**src/rtl/lora_demod_pkg.sv**
```systemverilog
// Shared constants and state encoding for the IQ demodulator back end.
package lora_demod_pkg;

  typedef enum logic {
    ST_IDLE  = 1'b0,
    ST_INTEG = 1'b1
  } integ_state_e;

  localparam int SYM_LEN_DEF    = 2700;
  localparam int FIFO_DEPTH_DEF = 4;

  // Magnitude spans 0..2*sym_len, one bit wider than the ones counter.
  function automatic int mag_width(input int sym_len);
    return $clog2(sym_len + 1) + 1;
  endfunction

endpackage

```
**src/rtl/sync_fifo.sv**
```systemverilog
// Small synchronous FIFO with first-word fall-through head and sticky drop flag.
module sync_fifo #(
  parameter int WIDTH = 8,
  parameter int DEPTH = 4
) (
  input  logic             clk,
  input  logic             rst,
  input  logic             wr_en_i,
  input  logic [WIDTH-1:0] wr_data_i,
  input  logic             rd_en_i,
  output logic             valid_o,
  output logic [WIDTH-1:0] rd_data_o,
  output logic             ovf_o
);
  localparam int PW = $clog2(DEPTH);
  localparam int CW = $clog2(DEPTH + 1);

  logic [DEPTH-1:0][WIDTH-1:0] mem_q;
  logic [PW-1:0]               wr_ptr_q, rd_ptr_q;
  logic [CW-1:0]               cnt_q;
  logic                        ovf_q;
  logic                        full, push, pop;

  assign valid_o   = (cnt_q != '0);
  assign full      = (cnt_q == CW'(DEPTH));
  assign pop       = valid_o & rd_en_i;
  // A pop in the same cycle frees the slot the push needs.
  assign push      = wr_en_i & (~full | pop);
  assign rd_data_o = valid_o ? mem_q[rd_ptr_q] : '0;
  assign ovf_o     = ovf_q;

  always_ff @(posedge clk) begin
    if (push) mem_q[wr_ptr_q] <= wr_data_i;
    if (rst) begin
      wr_ptr_q <= '0;
      rd_ptr_q <= '0;
      cnt_q    <= '0;
      ovf_q    <= 1'b0;
    end else begin
      if (push) wr_ptr_q <= wr_ptr_q + 1'b1;
      if (pop)  rd_ptr_q <= rd_ptr_q + 1'b1;
      if (push && !pop)      cnt_q <= cnt_q + 1'b1;
      else if (!push && pop) cnt_q <= cnt_q - 1'b1;
      if (wr_en_i && full && !pop) ovf_q <= 1'b1;
    end
  end

endmodule

```
**src/rtl/iq_symbol_integrator.sv**
```systemverilog
// Integrate-and-dump over 1-bit I/Q streams; slices |I|+|Q| into a symbol bit
// and queues {bit, magnitude} toward the framing logic.
module iq_symbol_integrator
  import lora_demod_pkg::*;
#(
  parameter int SYM_LEN    = SYM_LEN_DEF,
  parameter int THRESH     = SYM_LEN / 2,
  parameter int FIFO_DEPTH = FIFO_DEPTH_DEF,
  localparam int CNT_W     = $clog2(SYM_LEN + 1),
  localparam int MAG_W     = mag_width(SYM_LEN)
) (
  input  logic             clk_27m,
  input  logic             rst,
  input  logic             en,
  input  logic             i_bit,
  input  logic             q_bit,
  output logic             sym_valid,
  input  logic             sym_ready,
  output logic             sym_bit,
  output logic [MAG_W-1:0] sym_mag,
  output logic             busy,
  output logic             overflow
);
  localparam int AW = CNT_W + 2;

  integ_state_e     state_q, state_d;
  logic [CNT_W-1:0] samp_q, samp_d;
  logic [CNT_W-1:0] ones_i_q, ones_i_d, ones_q_q, ones_q_d;
  logic [CNT_W-1:0] cap_i_q, cap_i_d, cap_q_q, cap_q_d;
  logic             cap_vld_q, cap_vld_d;

  always_comb begin
    state_d   = state_q;
    samp_d    = samp_q;
    ones_i_d  = ones_i_q;
    ones_q_d  = ones_q_q;
    cap_i_d   = cap_i_q;
    cap_q_d   = cap_q_q;
    cap_vld_d = 1'b0;
    unique case (state_q)
      ST_IDLE: begin
        samp_d   = '0;
        ones_i_d = '0;
        ones_q_d = '0;
        if (en) state_d = ST_INTEG;
      end
      ST_INTEG: begin
        if (!en) begin
          state_d  = ST_IDLE;
          samp_d   = '0;
          ones_i_d = '0;
          ones_q_d = '0;
        end else if (samp_q == CNT_W'(SYM_LEN - 1)) begin
          // Last sample of the window is folded into the capture directly.
          cap_i_d   = ones_i_q + CNT_W'(i_bit);
          cap_q_d   = ones_q_q + CNT_W'(q_bit);
          cap_vld_d = 1'b1;
          samp_d    = '0;
          ones_i_d  = '0;
          ones_q_d  = '0;
        end else begin
          samp_d   = samp_q + 1'b1;
          ones_i_d = ones_i_q + CNT_W'(i_bit);
          ones_q_d = ones_q_q + CNT_W'(q_bit);
        end
      end
    endcase
  end

  always_ff @(posedge clk_27m) begin
    if (rst) begin
      state_q   <= ST_IDLE;
      samp_q    <= '0;
      ones_i_q  <= '0;
      ones_q_q  <= '0;
      cap_i_q   <= '0;
      cap_q_q   <= '0;
      cap_vld_q <= 1'b0;
    end else begin
      state_q   <= state_d;
      samp_q    <= samp_d;
      ones_i_q  <= ones_i_d;
      ones_q_q  <= ones_q_d;
      cap_i_q   <= cap_i_d;
      cap_q_q   <= cap_q_d;
      cap_vld_q <= cap_vld_d;
    end
  end

  logic signed [AW-1:0] acc_i, acc_q;
  logic [MAG_W-1:0]     abs_i, abs_q, mag;
  logic                 bit_s;

  assign acc_i = $signed({1'b0, cap_i_q, 1'b0}) - $signed(AW'(SYM_LEN));
  assign acc_q = $signed({1'b0, cap_q_q, 1'b0}) - $signed(AW'(SYM_LEN));
  assign abs_i = acc_i[AW-1] ? MAG_W'(-acc_i) : MAG_W'(acc_i);
  assign abs_q = acc_q[AW-1] ? MAG_W'(-acc_q) : MAG_W'(acc_q);
  assign mag   = abs_i + abs_q;
  assign bit_s = (mag >= MAG_W'(THRESH));

  logic [MAG_W:0] head;

  sync_fifo #(
    .WIDTH (MAG_W + 1),
    .DEPTH (FIFO_DEPTH)
  ) u_fifo (
    .clk       (clk_27m),
    .rst       (rst),
    .wr_en_i   (cap_vld_q),
    .wr_data_i ({bit_s, mag}),
    .rd_en_i   (sym_ready),
    .valid_o   (sym_valid),
    .rd_data_o (head),
    .ovf_o     (overflow)
  );

  assign sym_bit = head[MAG_W];
  assign sym_mag = head[MAG_W-1:0];
  assign busy    = (state_q == ST_INTEG);

endmodule

```
**config.mk**
```make
export PLATFORM = sky130hd
export DESIGN_NAME = iq_symbol_integrator
export DESIGN_NICKNAME = d
export VERILOG_FILES = /design/src/rtl/lora_demod_pkg.sv /design/src/rtl/sync_fifo.sv /design/src/rtl/iq_symbol_integrator.sv
export SDC_FILE = /design/constraint.sdc
export NUM_CORES = 1
export LEC_CHECK = 0
export BUFFER_PORTS_ARGS = -buffer_cell sky130_fd_sc_hd__buf_2
export CORE_MARGIN = 2
export CORE_UTILIZATION = 39
export CTS_CLUSTER_DIAMETER = 80
export DETAILED_ROUTE_END_ITERATION = 7
export HOLD_SLACK_MARGIN = 0.1
export MAX_ROUTING_LAYER = met4
export PLACE_DENSITY = 0.51
export SYNTH_ARGS = -nofsm -noshare
export SYNTH_HDL_FRONTEND = slang
export SYNTH_HIERARCHICAL = 1
export SYNTH_SLANG_ARGS = --single-unit
```
**constraint.sdc**
```tcl
create_clock -name clk_27m -period 10.3 [get_ports clk_27m]
set_input_delay 0 -clock clk_27m [delete_from_list [all_inputs] [get_ports clk_27m]]
set_output_delay 0 -clock clk_27m [all_outputs]
set_load 0.01 [all_outputs]
```
Word level (Yosys, flattened, before mapping)

Cells that the tools add are included.

Add/subtract/negate cells: 12
Mux-type cells: 21
Equality and inequality tests: 2
$lt $le $gt $ge: 4
Bitwise gates (word level): 6
Reduce and logical (&&, ||, !) cells: 11

Operators by type and width:

| cell                   | number |
|---|---|
| $mux 12                | 6 |
| $pmux 12 s2            | 3 |
| $bwmux 56              | 1 |
| $mux 14                | 3 |
| $bmux 14 s2            | 1 |
| $demux 14 s2           | 1 |
| $sub 13x12->14 const B | 2 |
| $mux 13                | 2 |
| $neg 13->13            | 2 |
| $add 12x1->12          | 2 |
| $add 13x13->13         | 1 |
| $ge 13x11->1 const B   | 1 |
| $add 12x1->12 const B  | 1 |
| $eq 12x12->1 const B   | 1 |
| $lt 2x3->1 const B     | 2 |
| $mux 3                 | 2 |
| $logic_and 1x1->1      | 5 |
| $add 2x1->2 const B    | 2 |
| $add 3x1->3 const B    | 1 |
| $eq 3x3->1 const B     | 1 |
| $not 1->1              | 3 |
| $reduce_and 3->1       | 1 |
| $reduce_bool 3->1      | 1 |
| $reduce_or 3->1        | 1 |
| other kinds (7)        | 10 |

Output and inout port bits: 17
Logic and storage cells: 71
Register bits: 126
Bits of input ports: 6

Depth between registers and ports, before layout

Gate-level depths: netlist (run 1).

Depth after elaboration: 8
Depth in mapped cells: 15
Gate-level depth less buffers: 14

By module

The synthesis (run 1) kept the hierarchy.

Modules (own cells, without submodules):

| module               | sequential area each (um2) | cells each | area an instance (um2) | times used |
|---|---|---|---|---|
| iq_symbol_integrator | 1,241.2                    | 493        | 3,990.1                | 1 |
| sync_fifo            | 1,841.8                    | 139        | 2,588.7                | 1 |

Least setup slack after synthesis (run 1)

Ideal clock, no wire load.

Kind: register -> register
Start: reg cap_q_q[3]
End: reg u_fifo/mem_q[13] (netlist bit) (data pin)
Required time: 10.004 ns
Arrival: 3.515 ns
Library setup time: 0.296 ns
Setup slack: 6.489 ns
Path buffers: 2
Period minus slack after synthesis: 3.811 ns
Cell stages (with the launch flop): 16
Path through: dfxtp_1 clkbuf_1 a2111oi_0 o21ai_1 a21oi_1 o21bai_1 buf_2 a21oi_1 xor2_1 ha_1 a2111oi_0 o21ai_1 a41oi_1 o21ai_0 xor3_1 o2111ai_1

Word-level cells in the longest chain between the ends: 6

Ends and longest elaborated chain:

| what                           | RTL line                   | RTL |
|---|---|---|
| start: declaration             | iq_symbol_integrator.sv:29 | `logic [CNT_W-1:0] cap_i_q, cap_i_d, cap_q_q, cap_q_d;` |
| start signal: assignment       | iq_symbol_integrator.sv:85 | `cap_q_q <= cap_q_d;` |
| $sub 13x12->14 *               | iq_symbol_integrator.sv:95 | `assign acc_q = $signed({1'b0, cap_q_q, 1'b0}) - $signed(AW'(SYM_LEN));` |
| $neg 13->13                    | iq_symbol_integrator.sv:97 | `assign abs_q = acc_q[AW-1] ? MAG_W'(-acc_q) : MAG_W'(acc_q);` |
| $mux 13 *                      | iq_symbol_integrator.sv:97 |  |
| $add 13x13->13 *               | iq_symbol_integrator.sv:98 | `assign mag = abs_i + abs_q;` |
| $ge 13x11->1 *                 | iq_symbol_integrator.sv:99 | `assign bit_s = (mag >= MAG_W'(THRESH));` |
| via bit_s                      | iq_symbol_integrator.sv:92 | `logic bit_s;` |
| $bwmux 56 *                    | sync_fifo.sv:33            | `if (push) mem_q[wr_ptr_q] <= wr_data_i;` |
| end signal: indexed assignment | sync_fifo.sv:33            |  |
| end: declaration               | sync_fifo.sv:18            | `logic [DEPTH-1:0][WIDTH-1:0] mem_q;` |

The timed path passes the listed nets; every way through them passes the cells marked *.
A chain may end at the register's enable or synchronous reset.

Final worst setup path (run 1)

Start: reg cap_q_q[3]
End: reg u_fifo/mem_q[13] (netlist bit) (data pin)

Word-level cells in the longest chain between the ends: 6

Ends and longest elaborated chain:

| what             | RTL line                   | RTL |
|---|---|---|
| $sub 13x12->14 * | iq_symbol_integrator.sv:95 |  |
| $neg 13->13      | iq_symbol_integrator.sv:97 |  |
| $mux 13 *        | iq_symbol_integrator.sv:97 |  |
| $add 13x13->13 * | iq_symbol_integrator.sv:98 |  |
| via mag[10]      | iq_symbol_integrator.sv:91 | `logic [MAG_W-1:0] abs_i, abs_q, mag;` |
| $ge 13x11->1 *   | iq_symbol_integrator.sv:99 |  |
| via bit_s        | iq_symbol_integrator.sv:92 |  |
| $bwmux 56 *      | sync_fifo.sv:33            |  |

Marked as above.

==> results of run 1 <==
final cells by class:
type	instances	area, µm²
Inverter	26	97.6
Clock inverter	15	165
Fill cell	1559	9030
Multi-Input combinational cell	452	3270
Timing Repair Buffer	29	175
Tap cell	220	275
Sequential cell	126	3080
Clock buffer	17	425
repair_timing:
item / CTS / global route
buffers inserted: 0 / 0
hold buffers: 5 / 0
gates resized for setup: 0 / 0
hold endpoints to repair: 9 / 0
stage by stage:
stage,instances,hold slack [ps],setup slack (ps),cell area (µm²)
floorplan,635,128,6490,6590
finish,885,352,5940,7490
detailed placement,848,234,5970,6850
global route,885,378,5200,7490
CTS,885,327,5920,7490
global placement,848,236,6110,6850
kinds of logic after synthesis:
family	count (synthesis)	share of synthesized area
other	1	0.000570
AO/OA/AOI/OAI	101	0.107
adder cells (fa/ha/maj)	29	0.0574
XOR/XNOR	70	0.0955
AND/OR/NAND/NOR	227	0.175
buffers and inverters	57	0.0371
multiplexers	21	0.0593
flip-flops	126	0.469
registers in the layout (all words and copies together) (netlist names):
signal / flops
cap_vld_q: 1
ones_i_q: 12
busy: 1
u_fifo/wr_ptr_q: 2
samp_q: 12
ones_q_q: 12
u_fifo/cnt_q: 3
cap_q_q: 12
u_fifo/rd_ptr_q: 2
u_fifo/mem_q: 56
u_fifo/ovf_o: 1
cap_i_q: 12
metal layers:
layer	up-vias	track usage	wire length, µm
met4	0	0.0591	174
met2	54	0.260	6150
li1	2291	-	-
met3	13	0.0348	368
met1	2172	0.200	6300
met5	-	-	0
worst paths after layout:
| check | to | slack (ps) | startpoint | cells after the start |
|---|---|---|---|---|
| worst max register to register | u_fifo/mem_q[13] | 5940 | cap_q_q[3] | 13 |
| worst min register to register | u_fifo/ovf_o | 460 | u_fifo/ovf_o | 2 |
| worst max-delay path | u_fifo/mem_q[13] | 5940 | cap_q_q[3] | 13 |
| worst min-delay path | busy | 350 | en | 3 |
power by group:
group / leakage, nW / switching [mW] / internal (mW)
sequential: 1.06 / 0.000240 / 0.518
combinational: 1.35 / 0.00534 / 0.00352
clock: 0.278 / 0.234 / 0.359
total: 2.69 / 0.240 / 0.881
critical path, cell delays in order, from the launching register on:
cell and delay, ps:
dfxtp_1 410, a2111oi_0 690, o21ai_1 180, a21oi_1 310, o21bai_1 270, a21oi_1 220
xor2_1 180, ha_1 310, a2111oi_0 390, o21ai_1 180, a41oi_1 300, xnor2_1 290
nand2_1 100, o2111ai_1 320
synthesized netlist by cell type, types with 5 or more instances:
cell type | n | area share
nand2_1 | 30 | 0.017
nand3b_1 | 5 | 0.0057
dfxtp_1 | 70 | 0.21
nor2b_1 | 23 | 0.022
and2_1 | 6 | 0.0057
xor2_1 | 32 | 0.043
edfxtp_1 | 56 | 0.26
nand2b_1 | 22 | 0.021
o21ai_0 | 15 | 0.011
mux2i_1 | 6 | 0.0091
nor2_1 | 80 | 0.046
inv_1 | 26 | 0.015
xnor2_1 | 37 | 0.049
o21ai_1 | 5 | 0.0038
nand3_1 | 16 | 0.012
a22oi_1 | 9 | 0.010
clkbuf_1 | 21 | 0.012
buf_2 | 6 | 0.0046
a21oi_1 | 19 | 0.014
nor3_1 | 15 | 0.011
ha_1 | 27 | 0.051
a21o_1 | 5 | 0.0057
a211oi_1 | 14 | 0.016
nand4_1 | 7 | 0.0067
mux4_2 | 14 | 0.048
==> flow_metrics.env, run 1 <==
export IMPL_period_minus_slack_ps=4360
export IMPL_clk_latency_ps=420
export IMPL_syn_area_um2=6580
export IMPL_drv_cap=0
export IMPL_ir_drop_uv=105
export IMPL_final_common_cell="nor2_1"
export IMPL_ys_seq_area_frac=0.469
export IMPL_fp_dieW_um=134
export IMPL_status="finished clean"
export IMPL_yosysWarnings=6
export IMPL_gp_congestion=0.895
export IMPL_diodes=0
export IMPL_path_max_fanout=11
export IMPL_clk_path_buf_depth=2
export IMPL_root_buffer="clkbuf_16"
export IMPL_layout_common_cells="nor2_1, dfxtp_1, edfxtp_1"
export IMPL_worstSetupStartpointType="register"
export IMPL_end_kind="register"
export IMPL_first_global_vias=4443
export IMPL_synthFlopType="dfxtp_1"
export IMPL_drv_slew=0
export IMPL_ctsHtreeMaxLevel=4
export IMPL_fp_dieH_um=134
export IMPL_core_area_um2=16500
export IMPL_synth_avg_cell_area_um2=10.4
export IMPL_num_vias=4530
export IMPL_drc=0
export IMPL_total_power_mw=1.12
export IMPL_synth_distinct_cells=65
export IMPL_routed_wl_um=13000
export IMPL_power_density_nw_per_um2=150
export IMPL_arrival_ps=4560
export IMPL_syn_to_final_growth_pct=13.9
export IMPL_finalNetCount=687
export IMPL_rows=47
export IMPL_grt_pass1_wl_um=22200
export IMPL_netlist_instances=632
export IMPL_postLayoutCoreUtil=0.453
export IMPL_ios=23
export IMPL_period_share=0.423
export IMPL_grt_max_degree=37
export IMPL_clk_pin_slew_ps=60
export IMPL_drt_iter0_markers=266
export IMPL_hpwl_um=9070
export IMPL_dieArea_um2=17900
export IMPL_io_buffers=22
export IMPL_ant_nets=0
export IMPL_cts_tree="yes"
export IMPL_cp_required_ps=10500
export IMPL_skew_ps=10.8
export IMPL_antenna_found_initial=0
export IMPL_grt_ovfl_total=0
export IMPL_rsz0062_at_grt="no"
export IMPL_final_layout_size_suffix_gt1_frac=0.120
export IMPL_groute_usage_overall=0.161
export IMPL_initial_core_util=0.398
export IMPL_viasPerCell=5.12
export IMPL_hold_viol=0
export IMPL_synth_seq_cells=126
export IMPL_wl_per_cell_um=14.7
export IMPL_tns_ps=0
export IMPL_worst_setup_path_type="register to register"
export IMPL_hold_class="input pin to register"
export IMPL_fmax_mhz=229
export IMPL_cts_inserted_buffers=17
export IMPL_relSlewSlack=0.228
export IMPL_clock_sinks=126
export IMPL_drt_first_pass_iters=4
export IMPL_synthArstFlopShare=0
export IMPL_synth_edf_count=56
export IMPL_p_leak_nw=2.69
export IMPL_tightest_slew_ps=1150
export IMPL_setup_viol=0
(Power assumes the default switching activity.)
==> run 2: changes to the inputs <==
--- a/config.mk
+++ b/config.mk
@@ -12,7 +12,7 @@
 export DETAILED_ROUTE_END_ITERATION = 7
 export HOLD_SLACK_MARGIN = 0.1
 export MAX_ROUTING_LAYER = met4
-export PLACE_DENSITY = 0.51
+export PLACE_DENSITY = 0.53
 export SYNTH_ARGS = -nofsm -noshare
 export SYNTH_HDL_FRONTEND = slang
 export SYNTH_HIERARCHICAL = 1
==> constraint.sdc (replaced) <==
create_clock -name clk_27m -period 3.9 [get_ports clk_27m]
set_input_delay 0 -clock clk_27m [delete_from_list [all_inputs] [get_ports clk_27m]]
set_output_delay 0 -clock clk_27m [all_outputs]
set_load 0.01 [all_outputs]
==> flow_metrics.env, run 2 (same netlist as run 1, synthesis figures left out) <==
export IMPL_antenna_found_initial=0
export IMPL_cts_inserted_buffers=17
export IMPL_ios=23
export IMPL_drt_met1_wl_um=6010
export IMPL_cp_common_cell="o21ai_1"
export IMPL_status="finished clean"
export IMPL_period_minus_slack_ps=3680
export IMPL_first_global_vias=4523
export IMPL_rows=47
export IMPL_clock_sinks=126
export IMPL_hold_class="register to register"
export IMPL_dieArea_um2=17900
export IMPL_root_buffer="clkbuf_16"
export IMPL_arrival_ps=3790
export IMPL_path_max_fanout=9
export IMPL_drc=0
export IMPL_drv_cap=0
export IMPL_grt_pass1_wl_um=22400
export IMPL_groute_usage_overall=0.160
export IMPL_hpwl_um=9270
export IMPL_postLayoutCoreUtil=0.469
export IMPL_crit_chain="buf_4 -> ha_2 -> nand3b_1 -> o22a_1 -> o32a_1 -> o21ai_1 -> xnor2_1 -> ha_1 -> a2111oi_1 -> o21ai_1 -> a41oi_2 -> o21ai_0 -> xor3_1 -> o2111ai_1"
export IMPL_tns_ps=0
export IMPL_end_kind="register"
export IMPL_post_cts_buffers=0
export IMPL_final_layout_size_suffix_gt1_frac=0.171
export IMPL_finish_instance_area_um2=7750
export IMPL_total_power_mw=2.94
export IMPL_regMostFlops="u_fifo/mem_q"
export IMPL_diodes=0
export IMPL_relSlewSlack=0.250
export IMPL_placed_cell_area_um2=7040
export IMPL_clk_path_buf_depth=2
export IMPL_finalNetCount=713
export IMPL_fin_ws_ps=220
export IMPL_grt_max_degree=37
export IMPL_clk_pin_slew_ps=60
export IMPL_gp_congestion=0.854
export IMPL_period_share=0.944
export IMPL_cp_required_ps=4010
export IMPL_worst_setup_path_type="register to register"
export IMPL_final_common_cell="nor2_1"
export IMPL_post_place_ws_ps=17.9
export IMPL_wl_per_cell_um=14.4
export IMPL_dr_wl_met3_um=349
export IMPL_p_leak_nw=2.84
export IMPL_drv_slew=0
export IMPL_cpPeakStageDelay_ps=350
export IMPL_initial_core_util=0.398
export IMPL_core_area_um2=16500
export IMPL_fp_dieH_um=134
export IMPL_cts_tree="yes"
export IMPL_hold_viol=0
export IMPL_grt_ovfl_total=0
export IMPL_ir_drop_uv=282
export IMPL_skew_ps=8.35
export IMPL_syn_to_final_growth_pct=17.9
export IMPL_power_density_nw_per_um2=379
export IMPL_worstSetupStartpointType="register"
export IMPL_rsz0062_at_grt="no"
export IMPL_fmax_mhz=272
export IMPL_ant_nets=0
export IMPL_routed_top_layer="met4"
export IMPL_wl_met2_um=6440
export IMPL_clk_latency_ps=410
export IMPL_viasPerCell=5.14
export IMPL_timing_critical_path_slowest_stage_cell="a2111oi_1"
export IMPL_drt_first_pass_iters=4
export IMPL_ctsHtreeMaxLevel=4
export IMPL_routed_wl_um=13100
export IMPL_fp_dieW_um=134
export IMPL_drt_iter0_markers=284
export IMPL_io_buffers=22
export IMPL_setup_viol=0
export IMPL_num_vias=4681
export IMPL_layout_common_cells="nor2_1, dfxtp_1, edfxtp_1"
export IMPL_largest_reg_flops=56
export IMPL_path_delay_family="compound AO/OA/AOI/OAI gates"
export IMPL_tightest_slew_ps=1120
export IMPL_critPathBufInv=1
run 2: cell types whose count changed in the layout (fill, tap and decap cells not counted), moves of 2 or more:
cell	before	now
a2111oi_0	2	0
a211oi_1	14	12
a211oi_2	0	2
a21oi_1	19	17
a21oi_2	0	2
buf_4	2	27
clkinvlp_4	3	1
inv_6	2	4
run 2: stage by stage:
stage / std cells / hold WS [ps]
floorplan: 635 / 128
global placement: 873 / 238
detailed placement: 873 / 245
CTS: 911 / 471
global route: 911 / 521
finish: 911 / 471
run 2: where the power goes:
part / leakage, nW / switching, mW / total, mW / internal (mW)
logic: 1.50 / 0.0136 / 0.0236 / 0.00994
clock network: 0.285 / 0.598 / 1.55 / 0.948
registers: 1.06 / 0.000814 / 1.37 / 1.37
total: 2.84 / 0.612 / 2.94 / 2.33
run 2: routing by layer:
layer / GRT usage / vias to the layer above
li1: - / 2334
met1: 0.194 / 2243
met2: 0.262 / 82
met3: 0.0280 / 22
met4: 0.0686 / 0
met5: - / -
run 2: what timing repair did:
action | 4_1_cts | 5_1_grt
setup endpoints to repair | 4 | 12
hold endpoints to repair | 11 | 0
resized for setup | 1 | 14
hold buffers | 6 | 0
run 2: final timing paths:
path,start,to,slack (ps),cells past startpoint
max,cap_i_q[1],u_fifo/mem_q[55],220,14
min,samp_q[0],samp_q[0],470,1
max reg2reg,cap_i_q[1],u_fifo/mem_q[55],220,14
min reg2reg,samp_q[0],samp_q[0],470,1
run 2: worst register-to-register path: stages (launching register included):
cell and delay, ps:
dfxtp_1 340, buf_4 180, ha_2 250, nand3b_1 210, o22a_1 220, o32a_1 200, o21ai_1 160, xnor2_1 160
ha_1 280, a2111oi_1 350, o21ai_1 190, a41oi_2 260, o21ai_0 130, xor3_1 260, o2111ai_1 190
run 2: layout make-up:
cell class	count	area, µm²
Timing Repair Buffer	55	373
Clock inverter	15	161
Tap cell	220	275
Multi-Input combinational cell	452	3340
Sequential cell	126	3080
Clock buffer	17	425
Inverter	26	97.6
Fill cell	1544	8770
